`src/rtl/vtg_pkg.sv`:
```
// Shared timing constants and region-decode helpers for the raster timing generator.
// Default constants describe a 480x272 LCD panel.
package vtg_pkg;

  localparam int unsigned CW_DEF       = 12;
  localparam int unsigned H_ACTIVE_DEF = 480;
  localparam int unsigned H_FP_DEF     = 8;
  localparam int unsigned H_SYNC_DEF   = 4;
  localparam int unsigned H_BP_DEF     = 43;
  localparam int unsigned V_ACTIVE_DEF = 272;
  localparam int unsigned V_FP_DEF     = 4;
  localparam int unsigned V_SYNC_DEF   = 10;
  localparam int unsigned V_BP_DEF     = 2;

  function automatic int unsigned vtg_total(input int unsigned active,
                                            input int unsigned fp,
                                            input int unsigned sync,
                                            input int unsigned bp);
    return active + fp + sync + bp;
  endfunction

  function automatic logic in_active(input int unsigned c, input int unsigned active);
    return c < active;
  endfunction

  // Sync occupies [active+fp, active+fp+sync-1], after the front porch.
  function automatic logic in_sync(input int unsigned c,
                                   input int unsigned active,
                                   input int unsigned fp,
                                   input int unsigned sync);
    return (c >= active + fp) && (c < active + fp + sync);
  endfunction

endpackage

```
`src/rtl/video_timing_gen_if.sv`:
```
// Timing-output bundle driven by video_timing_gen.
// VTG_LOOKAHEAD_EN adds nx_o/ny_o/nde_o describing the next enabled pixel.
interface video_timing_gen_if #(
  parameter int unsigned CW = 12
);
  logic          hsync_o;
  logic          vsync_o;
  logic          de_o;
  logic [CW-1:0] x_o;
  logic [CW-1:0] y_o;
  logic          sol_o;
  logic          sof_o;

`ifdef VTG_LOOKAHEAD_EN
  logic [CW-1:0] nx_o;
  logic [CW-1:0] ny_o;
  logic          nde_o;

  modport master (
    output hsync_o, vsync_o, de_o, x_o, y_o, sol_o, sof_o, nx_o, ny_o, nde_o
  );
  modport slave (
    input  hsync_o, vsync_o, de_o, x_o, y_o, sol_o, sof_o, nx_o, ny_o, nde_o
  );
`else
  modport master (
    output hsync_o, vsync_o, de_o, x_o, y_o, sol_o, sof_o
  );
  modport slave (
    input  hsync_o, vsync_o, de_o, x_o, y_o, sol_o, sof_o
  );
`endif

endinterface

```
`src/rtl/vtg_axis.sv`:
```
// Single-axis raster counter: wrap flag, next-state active decode and registered sync.
// Used for both the horizontal and the vertical axis.
module vtg_axis
  import vtg_pkg::*;
#(
  parameter int unsigned CW     = 12,
  parameter int unsigned ACTIVE = 1,
  parameter int unsigned FP     = 1,
  parameter int unsigned SYNC   = 1,
  parameter int unsigned BP     = 1,
  parameter bit          POL    = 1'b0
) (
  input  logic          clk,
  input  logic          rst_n,
  input  logic          step,
  output logic [CW-1:0] cnt,
  output logic          wrap,
  output logic          active_nxt,
  output logic          sync
);

  localparam int unsigned   TOTAL = vtg_total(ACTIVE, FP, SYNC, BP);
  localparam logic [CW-1:0] LAST  = CW'(TOTAL - 1);

  if (ACTIVE == 0 || FP == 0 || SYNC == 0 || BP == 0) begin : g_bad_region
    $error("vtg_axis: every timing region must be at least one unit wide");
  end
  if (64'(TOTAL) > (64'd1 << CW)) begin : g_too_wide
    $error("vtg_axis: axis total does not fit in CW bits");
  end

  logic [CW-1:0] cnt_q;
  logic [CW-1:0] cnt_nxt;
  logic          sync_q;

  assign wrap = (cnt_q == LAST);

  always_comb begin
    cnt_nxt = cnt_q;
    if (step) begin
      cnt_nxt = wrap ? '0 : cnt_q + 1'b1;
    end
  end

  // Decodes come from cnt_nxt so they land in the same register stage as the count.
  assign active_nxt = in_active(32'(cnt_nxt), ACTIVE);

  always_ff @(posedge clk or negedge rst_n) begin
    if (!rst_n) begin
      cnt_q  <= LAST;
      sync_q <= ~POL;
    end else if (step) begin
      cnt_q  <= cnt_nxt;
      sync_q <= in_sync(32'(cnt_nxt), ACTIVE, FP, SYNC) ? POL : ~POL;
    end
  end

  assign cnt  = cnt_q;
  assign sync = sync_q;

endmodule

```
`src/rtl/video_timing_gen.sv`:
```
// Raster timing generator: x/y counters, syncs, data-enable and line/frame markers.
// Define VTG_LOOKAHEAD_EN to add the one-pixel-ahead nx_o/ny_o/nde_o outputs.
module video_timing_gen
  import vtg_pkg::*;
#(
  parameter int unsigned CW      = CW_DEF,
  parameter int unsigned HACTIVE = H_ACTIVE_DEF,
  parameter int unsigned HFP     = H_FP_DEF,
  parameter int unsigned HSYNC   = H_SYNC_DEF,
  parameter int unsigned HBP     = H_BP_DEF,
  parameter int unsigned VACTIVE = V_ACTIVE_DEF,
  parameter int unsigned VFP     = V_FP_DEF,
  parameter int unsigned VSYNC   = V_SYNC_DEF,
  parameter int unsigned VBP     = V_BP_DEF,
  parameter bit          HPOL    = 1'b0,
  parameter bit          VPOL    = 1'b0
) (
  input  logic                clk_i,
  input  logic                rst_n_i,
  input  logic                ce_i,
  video_timing_gen_if.master  vid
);

  logic [CW-1:0] x_cnt;
  logic [CW-1:0] y_cnt;
  logic          h_wrap;
  logic          v_wrap;
  logic          h_act_nxt;
  logic          v_act_nxt;
  logic          h_sync;
  logic          v_sync;
  logic          v_step;
  logic          de_q;
  logic          sol_q;
  logic          sof_q;

  vtg_axis #(
    .CW     (CW),
    .ACTIVE (HACTIVE),
    .FP     (HFP),
    .SYNC   (HSYNC),
    .BP     (HBP),
    .POL    (HPOL)
  ) u_h_axis (
    .clk        (clk_i),
    .rst_n      (rst_n_i),
    .step       (ce_i),
    .cnt        (x_cnt),
    .wrap       (h_wrap),
    .active_nxt (h_act_nxt),
    .sync       (h_sync)
  );

  // Vertical steps on the same edge x wraps, so vsync edges align with x = 0.
  assign v_step = ce_i & h_wrap;

  vtg_axis #(
    .CW     (CW),
    .ACTIVE (VACTIVE),
    .FP     (VFP),
    .SYNC   (VSYNC),
    .BP     (VBP),
    .POL    (VPOL)
  ) u_v_axis (
    .clk        (clk_i),
    .rst_n      (rst_n_i),
    .step       (v_step),
    .cnt        (y_cnt),
    .wrap       (v_wrap),
    .active_nxt (v_act_nxt),
    .sync       (v_sync)
  );

  // A wrap flag on the current count means the next count is 0 on that axis.
  always_ff @(posedge clk_i or negedge rst_n_i) begin
    if (!rst_n_i) begin
      de_q  <= 1'b0;
      sol_q <= 1'b0;
      sof_q <= 1'b0;
    end else if (ce_i) begin
      de_q  <= h_act_nxt & v_act_nxt;
      sol_q <= h_wrap;
      sof_q <= h_wrap & v_wrap;
    end
  end

  assign vid.hsync_o = h_sync;
  assign vid.vsync_o = v_sync;
  assign vid.de_o    = de_q;
  assign vid.x_o     = x_cnt;
  assign vid.y_o     = y_cnt;
  assign vid.sol_o   = sol_q;
  assign vid.sof_o   = sof_q;

`ifdef VTG_LOOKAHEAD_EN
  localparam logic [CW-1:0] H_LAST = CW'(vtg_total(HACTIVE, HFP, HSYNC, HBP) - 1);
  localparam logic [CW-1:0] V_LAST = CW'(vtg_total(VACTIVE, VFP, VSYNC, VBP) - 1);

  logic [CW-1:0] nx_q;
  logic [CW-1:0] ny_q;
  logic [CW-1:0] nx_nxt;
  logic [CW-1:0] ny_nxt;
  logic          nde_q;

  // Independent counter pair running one enabled pixel ahead; reset = pixel (0,0).
  always_comb begin
    nx_nxt = (nx_q == H_LAST) ? '0 : nx_q + 1'b1;
    ny_nxt = ny_q;
    if (nx_q == H_LAST) begin
      ny_nxt = (ny_q == V_LAST) ? '0 : ny_q + 1'b1;
    end
  end

  always_ff @(posedge clk_i or negedge rst_n_i) begin
    if (!rst_n_i) begin
      nx_q  <= '0;
      ny_q  <= '0;
      nde_q <= 1'b1;
    end else if (ce_i) begin
      nx_q  <= nx_nxt;
      ny_q  <= ny_nxt;
      nde_q <= in_active(32'(nx_nxt), HACTIVE) && in_active(32'(ny_nxt), VACTIVE);
    end
  end

  assign vid.nx_o  = nx_q;
  assign vid.ny_o  = ny_q;
  assign vid.nde_o = nde_q;
`endif

endmodule

```
`src/flat_wrapper.sv`:
```
// flat-port wrapper written by rule: the top's interface ports become plain ports
module video_timing_gen_flat import vtg_pkg::*;
#(
  parameter int unsigned CW      = CW_DEF,
  parameter int unsigned HACTIVE = H_ACTIVE_DEF,
  parameter int unsigned HFP     = H_FP_DEF,
  parameter int unsigned HSYNC   = H_SYNC_DEF,
  parameter int unsigned HBP     = H_BP_DEF,
  parameter int unsigned VACTIVE = V_ACTIVE_DEF,
  parameter int unsigned VFP     = V_FP_DEF,
  parameter int unsigned VSYNC   = V_SYNC_DEF,
  parameter int unsigned VBP     = V_BP_DEF,
  parameter bit          HPOL    = 1'b0,
  parameter bit          VPOL    = 1'b0
)
  (clk_i, rst_n_i, ce_i, vid_hsync_o, vid_vsync_o, vid_de_o, vid_x_o, vid_y_o, vid_sol_o, vid_sof_o);
  video_timing_gen_if #(.CW(CW)) vid_i ();
  input  logic clk_i;
  input  logic rst_n_i;
  input  logic ce_i;
  output wire logic [$bits(vid_i.hsync_o)-1:0] vid_hsync_o;
  output wire logic [$bits(vid_i.vsync_o)-1:0] vid_vsync_o;
  output wire logic [$bits(vid_i.de_o)-1:0] vid_de_o;
  output wire logic [$bits(vid_i.x_o)-1:0] vid_x_o;
  output wire logic [$bits(vid_i.y_o)-1:0] vid_y_o;
  output wire logic [$bits(vid_i.sol_o)-1:0] vid_sol_o;
  output wire logic [$bits(vid_i.sof_o)-1:0] vid_sof_o;
  assign vid_hsync_o = vid_i.hsync_o;
  assign vid_vsync_o = vid_i.vsync_o;
  assign vid_de_o = vid_i.de_o;
  assign vid_x_o = vid_i.x_o;
  assign vid_y_o = vid_i.y_o;
  assign vid_sol_o = vid_i.sol_o;
  assign vid_sof_o = vid_i.sof_o;
  video_timing_gen #(.CW(CW), .HACTIVE(HACTIVE), .HFP(HFP), .HSYNC(HSYNC), .HBP(HBP), .VACTIVE(VACTIVE), .VFP(VFP), .VSYNC(VSYNC), .VBP(VBP), .HPOL(HPOL), .VPOL(VPOL)) u_core (.clk_i(clk_i), .rst_n_i(rst_n_i), .ce_i(ce_i), .vid(vid_i));
endmodule
```
`config.mk`:
```
export PLATFORM = sky130hd
export DESIGN_NAME = video_timing_gen_flat
export DESIGN_NICKNAME = d
export VERILOG_FILES = /design/src/rtl/vtg_pkg.sv /design/src/rtl/video_timing_gen_if.sv /design/src/rtl/vtg_axis.sv /design/src/rtl/video_timing_gen.sv /design/src/flat_wrapper.sv
export SDC_FILE = /design/constraint.sdc
export NUM_CORES = 1
export LEC_CHECK = 0
export BUFFER_PORTS_ARGS = -buffer_cell sky130_fd_sc_hd__buf_2
export CORE_AREA = 4 4 60 62
export CTS_BUF_LIST = sky130_fd_sc_hd__clkbuf_16
export CTS_CLUSTER_DIAMETER = 50
export DETAILED_ROUTE_END_ITERATION = 10
export DIE_AREA = 0 0 64 66
export HOLD_SLACK_MARGIN = 0.05
export PLACE_DENSITY = 0.77
export SYNTH_ARGS = -nofsm -noshare
export SYNTH_HDL_FRONTEND = slang
export SYNTH_SLANG_ARGS = --single-unit
```
`constraint.sdc`:
```
create_clock -name clk_i -period 6 [get_ports clk_i]
set_input_delay 0.6 -clock clk_i [delete_from_list [all_inputs] [get_ports clk_i]]
set_output_delay 0.6 -clock clk_i [all_outputs]
set_load 0.005 [all_outputs]
```
; Yosys cells after proc, flatten, opt, wreduce, memory -nomap -nowiden
; Cells that the tools add are included.
[word_totals]
in_bits = 3
register_bits = 29
elab_cells = 28
[classes]
add_sub_neg = 2
n_lt_le_gt_ge = 6
n_eq_ne = 2
bitwise = 3
n_reduce_logical = 2
mux = 6
[op_table]
columns = op, count
row1 = $lt A12 B9 Y1 const B, 4
row2 = $mux W12, 4
row3 = $add A12 B1 Y12 const B, 2
row4 = $ge A12 B9 Y1 const B, 2
row5 = $eq A12 B10 Y1 const B, 1
row6 = $eq A12 B9 Y1 const B, 1
row7 = $and A1 B1 Y1, 3
row8 = $logic_and A1 B1 Y1, 2
row9 = $mux W1, 2

; Depth between registers and ports, before layout
; Gate-level depths: netlist of run 1.
[logic_depth]
word_depth = 6
depth_mapped = 9

; By module
; A second synthesis of run 1 with hierarchy kept.
[hier_totals]
hier_cells = 178
hier_area_um2 = 1754.2
[by_module_without_submodules]
columns = module, area_per_inst_um2, seq_area_each_um2, cells_each, n_inst
row1 = vtg_axis at u_core.u_v_axis, 823.3, 334.1, 79, 1
row2 = vtg_axis at u_core.u_h_axis, 813.3, 331.6, 89, 1
row3 = video_timing_gen, 117.6, 75.1, 10, 1

; Worst setup path before layout of run 1
; No wires, ideal clock.
[synth_path]
path_kind = input to register
startpoint = input port ce_i
endpoint = register u_core.u_v_axis.sync_q, in the netlist u_core.u_v_axis.sync
cell_stages = 7
t_arrival_ns = 2.751
setup_ns = 0.083
path_buffers = 1
path_slack_ns = 3.166
cell_sequence = clkbuf_1 and4b_1 nand3_1 nor3_1 mux2_4 or4b_4 o32a_1
[synth_via]
elab_chain_len = 5
[synth_rtl]
columns = element, line
row1 = start: declaration, flat_wrapper.sv:20  ; input logic ce_i;
row2 = $and A1 B1 Y1 (*), video_timing_gen.sv:55  ; assign v_step = ce_i & h_wrap;
row3 = $mux W12, vtg_axis.sv:40  ; if (step) begin
row4 = $ge A12 B9 Y1 or $lt A12 B9 Y1 (tied branches), vtg_pkg.sv:31  ; return (c >= active + fp) && (c < active + fp + sync);
row5 = $logic_and A1 B1 Y1, vtg_pkg.sv:31
row6 = $mux W1, vtg_axis.sv:54  ; sync_q <= in_sync(32'(cnt_nxt), ACTIVE, FP, SYNC) ? POL : ~POL;
row7 = end signal: assignment, vtg_axis.sv:51  ; sync_q <= ~POL;
row8 = end signal: assignment, vtg_axis.sv:54
row9 = end: declaration, vtg_axis.sv:34  ; logic sync_q;
; Every way passes the cells marked *; elsewhere a longest branch is shown, timed or not.
; A chain may end at the register's enable or synchronous reset.

; Final worst setup path of run 1
[layout_path]
startpoint = register u_core.u_h_axis.cnt_q[1], in the netlist u_core.u_h_axis.cnt[1]
endpoint = register u_core.u_v_axis.sync_q, in the netlist u_core.u_v_axis.sync
[layout_via]
elab_chain_len = 6
[layout_rtl]
columns = element, line
row1 = start: declaration, vtg_axis.sv:32  ; logic [CW-1:0] cnt_q;
row2 = start signal: assignment, vtg_axis.sv:53  ; cnt_q <= cnt_nxt;
row3 = $eq A12 B10 Y1 (*), vtg_axis.sv:36  ; assign wrap = (cnt_q == LAST);
row4 = $and A1 B1 Y1 (*), video_timing_gen.sv:55
row5 = $mux W12, vtg_axis.sv:40
row6 = $ge A12 B9 Y1 or $lt A12 B9 Y1 (tied branches), vtg_pkg.sv:31
row7 = $logic_and A1 B1 Y1, vtg_pkg.sv:31
row8 = $mux W1, vtg_axis.sv:54
; Marked as above.

==> impl_results.md, run 1 <==
* Wire length on met3 at 230 µm
* Vias at 1404
* MaxCap Viol Count at 0
* Seq/Total Area, Yosys at 45.5%
* Detailed placer's ending HPWL at 2950 µm
* Synthesized flop and latch total at 29
* Placed Instances at 232
* H-tree Lvls at 2
* Crit path kind: reg -> reg
* Gate Count Post-Synth at 162
* Diodes inserted at 0
* M1 WL at 1700 µm
* Synthesized Nets at 168
* Post-CTS setup buffers at 0
* Worst hold slack at 347 ps
* Port buffer count at 31
* Top sig layer: met4
* Antenna violations before repair at 0
* Row count at 20
* Core area at 3030 µm²
* Filler cells at 256
* Pins Over Slew Limit at 0
* Min-delay worst type: in -> async
* CTS sink cnt at 29
* CP required at 6200 ps
* Share of cells above drive strength 1 at 31.1%
* Post-CTS Resized at 0
* Drt first-iter violations at 112
* First-pass GRT wire length at 6730 µm
* Peak VDD IR at 0.000176 V
* Final net count at 201
* Final Setup Violations at 0
* Number of library cell types mapped by synthesis at 47
* Top FF cell, synth: dfrtp_1
* Syn_area_per_cell at 10.0 µm²
* Cell Area, Placed at 1820 µm²
* Unrepaired setup endpoints after global routing: false
* Die area at 4220 µm²
* Footprint of the multi-input gates at 831 µm²
* Worst Path Max Fanout at 7
* Final Instance Area at 1950 µm²
* Final worst slack at 2880 ps
* Die Y at 66 µm
* CP Launch Type: flop
* Clock slew at reported path FFs at 50 ps
* Number of global-route vias before repair at 1381
* Overflow after GRT at 0
* Ys Warns at 0
* Ports at 32
* CTS tree: built
* Async SR Flop Fraction at 100%
* Final min period at 3120 ps
* Initial Util at 53.7%
* Area delta synth->final at 20.0%
* Clk_lat worst skew at 280 ps
* Worst-Margin Slew at 642 ps
* DRT antenna net count at 0
* Sum Neg Setup Slack at 0 ps
* GRT Total Usage at 21.0%
* Post-DR vias/cell at 5.85
* Met2 wire len at 1920 µm
* Fin. Hold Viols at 0
* Setup crit end kind: flop
* Pwr dens at 285 nW/µm²
* Rel. slew slack at 57.2%
* Placement-stage worst setup slack at 2920 ps
* Final Instance Count excl. Fillers at 240
* Pin count of the biggest net entering global routing at 30
* Leakage at 0.000969 µW
* Slowest cell on crit path: dfstp_2
* Post-route clock period utilization at 51.9%
* Post-synth EDFFs at 0
* DRC viols at 0
* TritonCTS Buffers at 5
* Synthesized area at 1630 µm²
* Drt pass-1 iters at 4
* Crit-path cells: ha_1, nor4b_2, nand3_1, nor3_1, mux2_4, or4b_4, o32a_1
* DIE WIDTH at 64 µm
* Final GP Congestion at 0.918
* Max incr delay on CP at 570 ps
* Routed WL at 3960 µm
* Status: finished clean
* CTS root buffer: clkbuf_16
* Avg WL per Cell at 16.5 µm
* Worst Skew at 7.32 ps
* WP data arrival at 3320 ps
* Clk buf depth at 2
* Fmax at 321 MHz
* Reg area at 741 µm²
* CTS Hold Buffers Added at 0
worst max-delay path: cells and delay by family (launching register included):
family                     cells  cell delay (ps)
AOI/OAI and AO/OA              1              330
adders and majority gates      1              160
DFF                            1              570
muxes                          1              340
and+or+nand+nor                4             1640
cell usage after synthesis, types with 3 or more instances:
master     n  area, µm²
a21o_1     4       30.0
a21oi_1    5       25.0
a22o_1     3       26.3
and3_1     4       25.0
clkbuf_1   3       11.3
dfrtp_1   17        425
dfstp_2   12        315
ha_1       3       37.5
inv_1      9       33.8
mux2i_1    5       50.1
nand2_1   12       45.0
nand3_1   10       50.1
nand4_1    9       56.3
nor2_1    11       41.3
nor3_1     7       35.0
o21ai_0    3       15.0
xnor2_1    4       35.0
xor2_1     7       61.3
final cells by class:
class / count / share of cell area [%]
Timing Repair Buffer: 31 / 7.95
Clock buffer: 5 / 6.41
Inverter: 9 / 1.73
Multi-Input combinational cell: 119 / 42.6
Sequential cell: 29 / 37.9
Tap cell: 44 / 2.82
Clock inverter: 3 / 0.577
cells in the final DEF (no fill, tap or decap), types with 2 or more instances in the layout:
cell and n:
o21ai_0 3, a22o_1 3, dfstp_2 12, nor4b_2 2, and3_1 4, buf_2 31
inv_1 11, nor2_1 11, ha_1 3, nand4_1 9, xnor2_1 4, o31ai_1 2
dfrtp_1 17, xor2_1 7, clkbuf_16 5, or2_2 2, nand2_1 12, mux2i_1 5
a21o_1 4, a211oi_1 2, nor3_1 7, nand3_1 10, a21oi_1 5
cell families (layout without fill, tap and decap cells):
kind of cell | count (synthesis) | in the layout | share of synthesized area [%]
AO/OA/AOI/OAI | 25 | 25 | 10.8
XOR/XNOR | 11 | 11 | 5.92
adder cells (fa/ha/maj) | 3 | 3 | 2.31
buffers and inverters | 14 | 48 | 3.38
flip-flops | 29 | 29 | 45.5
multiplexers | 7 | 7 | 4.69
AND/OR/NAND/NOR | 73 | 73 | 27.4
metrics by stage:
step	utilization, %	total power [µW]
3_5_place_dp	60.0	328
5_1_grt	64.5	585
2_1_floorplan	-	297
4_1_cts	64.5	556
3_3_place_gp	60.0	324
6_report	64.5	556
path summary, 6_finish.rpt:
kind / slack [ps] / startpoint / endpoint / cells past startpoint
hold reg to reg: 480 / u_core.vid.sol_o$_DFFE_PN0P_ / u_core.vid.sol_o$_DFFE_PN0P_ / 1
setup / recovery: 2880 / u_core.u_h_axis.cnt[1]$_DFFE_PN1P_ / u_core.u_v_axis.sync$_DFFE_PN1N_ / 7
hold / removal: 350 / rst_n_i / u_core.u_h_axis.cnt[3]$_DFFE_PN0P_ / 1
max in group asynchronous: 5230 / rst_n_i / u_core.u_v_axis.cnt[7]$_DFFE_PN0N_ / 1
min in group clk_i: 480 / u_core.vid.sol_o$_DFFE_PN0P_ / u_core.vid.sol_o$_DFFE_PN0P_ / 1
setup reg to reg: 2880 / u_core.u_h_axis.cnt[1]$_DFFE_PN1P_ / u_core.u_v_axis.sync$_DFFE_PN1N_ / 7
state kept, by name (all words and copies together) (netlist names):
name,count
u_core.u_h_axis.cnt,12
u_core.u_v_axis.cnt,12
u_core.u_h_axis.sync,1
u_core.u_v_axis.sync,1
u_core.vid.de_o,1
u_core.vid.sof_o,1
u_core.vid.sol_o,1
power breakdown:
part | switching (µW) | leakage [µW] | total, µW | internal, µW
clock network | 80.1 | 0.0000738 | 228 | 148
logic | 38.5 | 0.000549 | 73.3 | 34.8
registers | 35.3 | 0.000347 | 254 | 219
routing by layer:
layer,GRT usage [%],vias to the layer above
met5,0,-
met4,9.16,0
met3,7.48,11
met2,32.4,43
met1,26.4,690
li1,-,660
Power figures use the tool's default switching activity.
==> run 2: changes to the inputs <==
==> constraint.sdc (replaced) <==
create_clock -name clk_i -period 3 [get_ports clk_i]
set_input_delay 0.3 -clock clk_i [delete_from_list [all_inputs] [get_ports clk_i]]
set_output_delay 0.3 -clock clk_i [all_outputs]
set_load 0.005 [all_outputs]
==> impl_results.md, run 2 (same netlist as run 1, synthesis figures left out) <==
* Drt pass-1 iters at 4 (unchanged)
* Sum Neg Setup Slack at 0 ps (unchanged)
* Antenna violations before repair at 0 (unchanged)
* Int Pwr at 805 µW (was 402 µW)
* Commonest non-fill, non-tap cell in the layout: buf_2 (unchanged)
* Post-CTS setup buffers at 0 (unchanged)
* CTS root buffer: clkbuf_16 (unchanged)
* Worst hold slack at 41.0 ps (was 347 ps)
* Crit path kind: reg -> reg (unchanged)
* Core area at 3030 µm² (unchanged)
* DRT antenna net count at 0 (unchanged)
* Switching Fraction at 27.5% (was 27.7%)
* Post-DR vias/cell at 5.78 (was 5.85)
* Leakage at 0.000979 µW (was 0.000969 µW)
* Post-route clock period utilization at 88.2% (was 51.9%)
* Pwr dens at 562 nW/µm² (was 285 nW/µm²)
* Final Util at 65.2% (was 64.5%)
* Worst reg2reg path endpoint: u_core.u_v_axis.sync$_DFFE_PN1N_ (unchanged)
* Max incr delay on CP at 590 ps (was 570 ps)
* Clk_lat worst skew at 280 ps (about the same)
* GRT Total Usage at 20.5% (was 21.0%)
* Crit-path leading delay family: simple AND/OR/NAND/NOR gates (unchanged)
* TritonCTS Buffers at 5 (unchanged)
* Final net count at 204 (was 201)
* Clock share of power at 41.4% (was 41.1%)
* Overflow after GRT at 0 (unchanged)
* Post-CTS Resized at 0 (unchanged)
* Pins Over Slew Limit at 0 (unchanged)
* Fin. Hold Viols at 0 (unchanged)
* Reg2Reg Depth at 6 (was 7)
* Routed WL at 3820 µm (was 3960 µm)
* Commonest non-fill, non-tap cells in the layout: buf_2 (31), dfrtp_1 (17), nand2_1 (12), dfstp_2 (12), nor2_1 (11) (was buf_2 (31), dfrtp_1 (17), nand2_1 (12), dfstp_2 (12))
* First-pass GRT wire length at 6570 µm (was 6730 µm)
* Peak VDD IR at 0.000389 V (was 0.000176 V)
* Initial Util at 53.7% (unchanged)
* Port buffer count at 31 (unchanged)
* H-tree Lvls at 2 (unchanged)
* Buf+Inv Stages, Crit Path at 0 (unchanged)
* Area delta synth->final at 21.5% (was 20.0%)
* Ports at 32 (unchanged)
* Worst Path Max Fanout at 7 (unchanged)
* Unrepaired setup endpoints after global routing: false (unchanged)
* RR Startpoint: u_core.u_v_axis.cnt[4]$_DFFE_PN1N_ (was u_core.u_h_axis.cnt[1]$_DFFE_PN1P_)
* Slowest cell on crit path: dfstp_2 (unchanged)
* Die Y at 66 µm (unchanged)
* Die area at 4220 µm² (unchanged)
* Combinational Power Share at 13.2% (about the same)
* Status: finished clean (unchanged)
* Number of global-route vias before repair at 1355 (was 1381)
* Total power at 1110 µW (was 556 µW)
* Vias at 1404 (unchanged)
* Final GP Congestion at 0.889 (was 0.918)
* Crit-path cells: and4_2, nand4_1, nor3_1, mux2_4, or4b_4, o32a_1 (was ha_1, nor4b_2, nand3_1, nor3_1, mux2_4, or4b_4, o32a_1)
* Setup crit end kind: flop (unchanged)
* Row count at 20 (unchanged)
* Flop pwr share at 45.3% (was 45.7%)
* MaxCap Viol Count at 0 (unchanged)
* Min-delay worst type: in -> async (unchanged)
* Detailed placer's ending HPWL at 2810 µm (was 2950 µm)
* CP required at 3190 ps (was 6200 ps)
* DIE WIDTH at 64 µm (unchanged)
* Worst-Margin Slew at 635 ps (was 642 ps)
* Clk buf depth at 2 (unchanged)
* Diodes inserted at 0 (unchanged)
* CTS tree: built (unchanged)
* Avg WL per Cell at 15.7 µm (was 16.5 µm)
* Worst R2R Setup Slack at 350 ps (was 2880 ps)
* Final Setup Violations at 0 (unchanged)
* Worst Skew at 5.36 ps (was 7.32 ps)
* Rel. slew slack at 57.6% (was 57.2%)
* Placed Instances at 235 (was 232)
* Final Instance Count excl. Fillers at 243 (was 240)
* Clock slew at reported path FFs at 50 ps (about the same)
* Final min period at 2650 ps (was 3120 ps)
* Fmax at 378 MHz (was 321 MHz)
* Share of cells above drive strength 1 at 32.7% (was 31.1%)
* Drt first-iter violations at 165 (was 112)
* WP data arrival at 2840 ps (was 3320 ps)
* CTS Hold Buffers Added at 0 (unchanged)
* CTS sink cnt at 29 (unchanged)
* Switching power total at 305 µW (was 154 µW)
* CP Launch Type: flop (unchanged)
* DRC viols at 0 (unchanged)
* Pin count of the biggest net entering global routing at 30 (unchanged)
==> run 2: changes by cell type in the layout (fill, tap and decap cells not counted), sizes merged <==
| cell | previous run | this run |
|---|---|---|
| buf | 31 | 34 |
| clkinv | 1 | 3 |
| inv | 11 | 9 |
==> run 2: worst register-to-register path, stage by stage, from the launching register on <==
cell	delay, ps
dfstp_2	590
and4_2	300
nand4_1	210
nor3_1	250
mux2_4	330
or4b_4	540
o32a_1	350
==> run 2: through the flow <==
stage	setup WS (ps)	instance area [µm²]
floorplan	208	1630
global placement	428	1840
detailed placement	363	1840
CTS	331	1980
global route	168	1980
finish	354	1980
==> run 2: how the worst max path moves through the flow <==
stage / start / to / slack (ps) / cells after the start
3_5_place_dp: u_core.u_h_axis.cnt[1]$_DFFE_PN1P_ / u_core.u_v_axis.sync$_DFFE_PN1N_ / 360 / 7
6_report: u_core.u_v_axis.cnt[4]$_DFFE_PN1N_ / u_core.u_v_axis.sync$_DFFE_PN1N_ / 350 / 6
2_1_floorplan: u_core.u_h_axis.cnt[1]$_DFFE_PN1P_ / u_core.u_v_axis.sync$_DFFE_PN1N_ / 210 / 7
4_1_cts: u_core.u_h_axis.cnt[1]$_DFFE_PN1P_ / u_core.u_v_axis.sync$_DFFE_PN1N_ / 330 / 7
3_3_place_gp: u_core.u_h_axis.cnt[1]$_DFFE_PN1P_ / u_core.u_v_axis.sync$_DFFE_PN1N_ / 430 / 7
5_1_grt: u_core.u_h_axis.cnt[1]$_DFFE_PN1P_ / u_core.u_v_axis.sync$_DFFE_PN1N_ / 170 / 8
==> run 2: final cells by class <==
class / count / area, µm²
Sequential cell: 29 / 741
Fill cell: 253 / 1050
Clock inverter: 3 / 12.5
Tap cell: 44 / 55.1
Inverter: 9 / 33.8
Clock buffer: 5 / 125
Timing Repair Buffer: 34 / 178
Multi-Input combinational cell: 119 / 831
==> run 2: per-layer routing <==
| layer | track usage, % | vias to the layer above | wire length, µm |
|---|---|---|---|
| li1 | - | 663 | - |
| met1 | 26.8 | 673 | 1630 |
| met2 | 31.5 | 60 | 1810 |
| met3 | 6.46 | 8 | 301 |
| met4 | 8.09 | 0 | 74 |
| met5 | 0 | - | 0 |
==> run 2: power by group through the flow <==
stage / Combinational (µW) / Clock [µW] / Sequential, µW
2_1_floorplan: 121 / 0 / 473
3_3_place_gp: 143 / 0 / 504
3_5_place_dp: 146 / 0 / 508
4_1_cts: 148 / 468 / 503
5_1_grt: 164 / 493 / 511
6_report: 147 / 460 / 503
==> run 3: changes to the inputs <==
==> constraint.sdc (replaced) <==
create_clock -name clk_i -period 3 [get_ports clk_i]
set_input_delay 0.3 -clock clk_i [delete_from_list [all_inputs] [get_ports clk_i]]
set_output_delay 0.3 -clock clk_i [all_outputs]
set_load 0.1 [all_outputs]
==> impl_results.md, run 3 (same netlist as run 1, synthesis figures left out) <==
* Port buffer count at 31 (unchanged)
* MaxCap Viol Count at 0 (unchanged)
* Min-delay worst type: in -> async (unchanged)
* Drt pass-1 iters at 4 (unchanged)
* Rel. slew slack at 57.7% (was 57.6%)
* Status: finished clean (unchanged)
* Die Y at 66 µm (unchanged)
* Overflow after GRT at 0 (unchanged)
* Final GP Congestion at 0.912 (was 0.889)
* GRT Total Usage at 21.0% (was 20.5%)
* Avg WL per Cell at 16.6 µm (was 15.7 µm)
* Die area at 4220 µm² (unchanged)
* Sum Neg Setup Slack at 0 ps (unchanged)
* Fin. Hold Viols at 0 (unchanged)
* Final net count at 205 (was 204)
* Unrepaired setup endpoints after global routing: false (unchanged)
* H-tree Lvls at 2 (unchanged)
* Post-DR vias/cell at 5.79 (was 5.78)
* Worst-Margin Slew at 634 ps (was 635 ps)
* Pwr dens at 681 nW/µm² (was 562 nW/µm²)
* DRC viols at 0 (unchanged)
* Post-route clock period utilization at 93.7% (was 88.2%)
* Clk buf depth at 2 (unchanged)
* Post-CTS Resized at 0 (unchanged)
* Number of global-route vias before repair at 1352 (was 1355)
* Ports at 32 (unchanged)
* Setup crit end kind: flop (unchanged)
* Commonest non-fill, non-tap cells in the layout: buf_2 (31), nand2_1 (12), dfrtp_1 (12) (was buf_2 (31), dfrtp_1 (17), nand2_1 (12), dfstp_2 (12), nor2_1 (11))
* Initial Util at 53.7% (unchanged)
* Share of cells above drive strength 1 at 36.0% (was 32.7%)
* Crit path kind: reg -> reg (unchanged)
* CTS tree: built (unchanged)
* TritonCTS Buffers at 5 (unchanged)
* Leakage at 0.000981 µW (was 0.000979 µW)
* Clk_lat worst skew at 270 ps (was 280 ps)
* Worst Path Max Fanout at 6 (was 7)
* DRT antenna net count at 0 (unchanged)
* Detailed placer's ending HPWL at 2920 µm (was 2810 µm)
* CTS Hold Buffers Added at 0 (unchanged)
* Diodes inserted at 0 (unchanged)
* Pin count of the biggest net entering global routing at 30 (unchanged)
* Pins Over Slew Limit at 0 (unchanged)
* Filler cells at 249 (was 253)
* CP required at 3200 ps (was 3190 ps)
* Worst Skew at 4.94 ps (was 5.36 ps)
* Final min period at 2810 ps (was 2650 ps)
* Final Util at 66.7% (was 65.2%)
* Drt first-iter violations at 92 (was 165)
* First-pass GRT wire length at 6690 µm (was 6570 µm)
* Fmax at 356 MHz (was 378 MHz)
* Clock slew at reported path FFs at 50 ps (about the same)
* Post-CTS setup buffers at 0 (unchanged)
* DIE WIDTH at 64 µm (unchanged)
* CP Launch Type: flop (unchanged)
* Core area at 3030 µm² (unchanged)
* Row count at 20 (unchanged)
* Final Setup Violations at 0 (unchanged)
* CTS root buffer: clkbuf_16 (unchanged)
* Commonest non-fill, non-tap cell in the layout: buf_2 (unchanged)
* Area delta synth->final at 24.1% (was 21.5%)
* Peak VDD IR at 0.000414 V (was 0.000389 V)
* CTS sink cnt at 29 (unchanged)
* Antenna violations before repair at 0 (unchanged)
* Routed WL at 4050 µm (was 3820 µm)
* Vias at 1412 (was 1404)
* WP data arrival at 3010 ps (was 2840 ps)
## run 3: worst paths after layout
check,slack (ps),depth (start not counted),startpoint,endpoint
setup / recovery,190,7,u_core.u_h_axis.cnt[1]$_DFFE_PN1P_,u_core.u_v_axis.sync$_DFFE_PN1N_
hold / removal,50,1,rst_n_i,u_core.u_h_axis.cnt[6]$_DFFE_PN0P_
setup reg to reg,190,7,u_core.u_h_axis.cnt[1]$_DFFE_PN1P_,u_core.u_v_axis.sync$_DFFE_PN1N_
hold reg to reg,470,1,u_core.vid.sol_o$_DFFE_PN0P_,u_core.vid.sol_o$_DFFE_PN0P_
max in group asynchronous,2500,1,rst_n_i,u_core.u_h_axis.cnt[8]$_DFFE_PN0P_
min in group clk_i,310,3,ce_i,u_core.u_h_axis.cnt[2]$_DFFE_PN1P_
## run 3: power breakdown
part           internal (µW)  total, µW  switching [µW]
registers                449        520            71.2
logic                   72.1        395             323
clock network            298        459             161
total                    819       1380             556
## run 3: metal layers
layer	vias up	GRT usage [%]	wire [µm]
li1	672	-	-
met1	699	28.1	1920
met2	37	31.4	1880
met3	4	6.12	204
met4	0	9.16	48
met5	-	0	0
## run 3: area by class of cell
type	instances	area (µm²)	area share [%]
Timing Repair Buffer	35	185	9.18
Clock inverter	3	12.5	0.620
Sequential cell	29	762	37.8
Tap cell	44	55.1	2.73
Multi-Input combinational cell	119	845	41.8
Inverter	9	33.8	1.67
Clock buffer	5	125	6.20
## run 3: per-stage QoR
stage	hold WS (ps)	cell area, µm²	instances	setup WS (ps)	total power [µW]
final	47.7	2020	244	189	1380
after detailed placement	362	1880	236	228	919
after CTS	66.4	2020	244	196	1390
after global placement	346	1880	236	294	909
after global routing	102	2020	244	76.8	1430
after floorplan	4.41	1660	162	0.776	857
## run 3: critical path, cell delays in order (launching register included)
cell and delay, ps:
dfstp_4 630, ha_1 160, nor4b_4 340, nand3_2 120, nor3_1 280, mux2_4 340
or4b_4 540, o32a_1 330
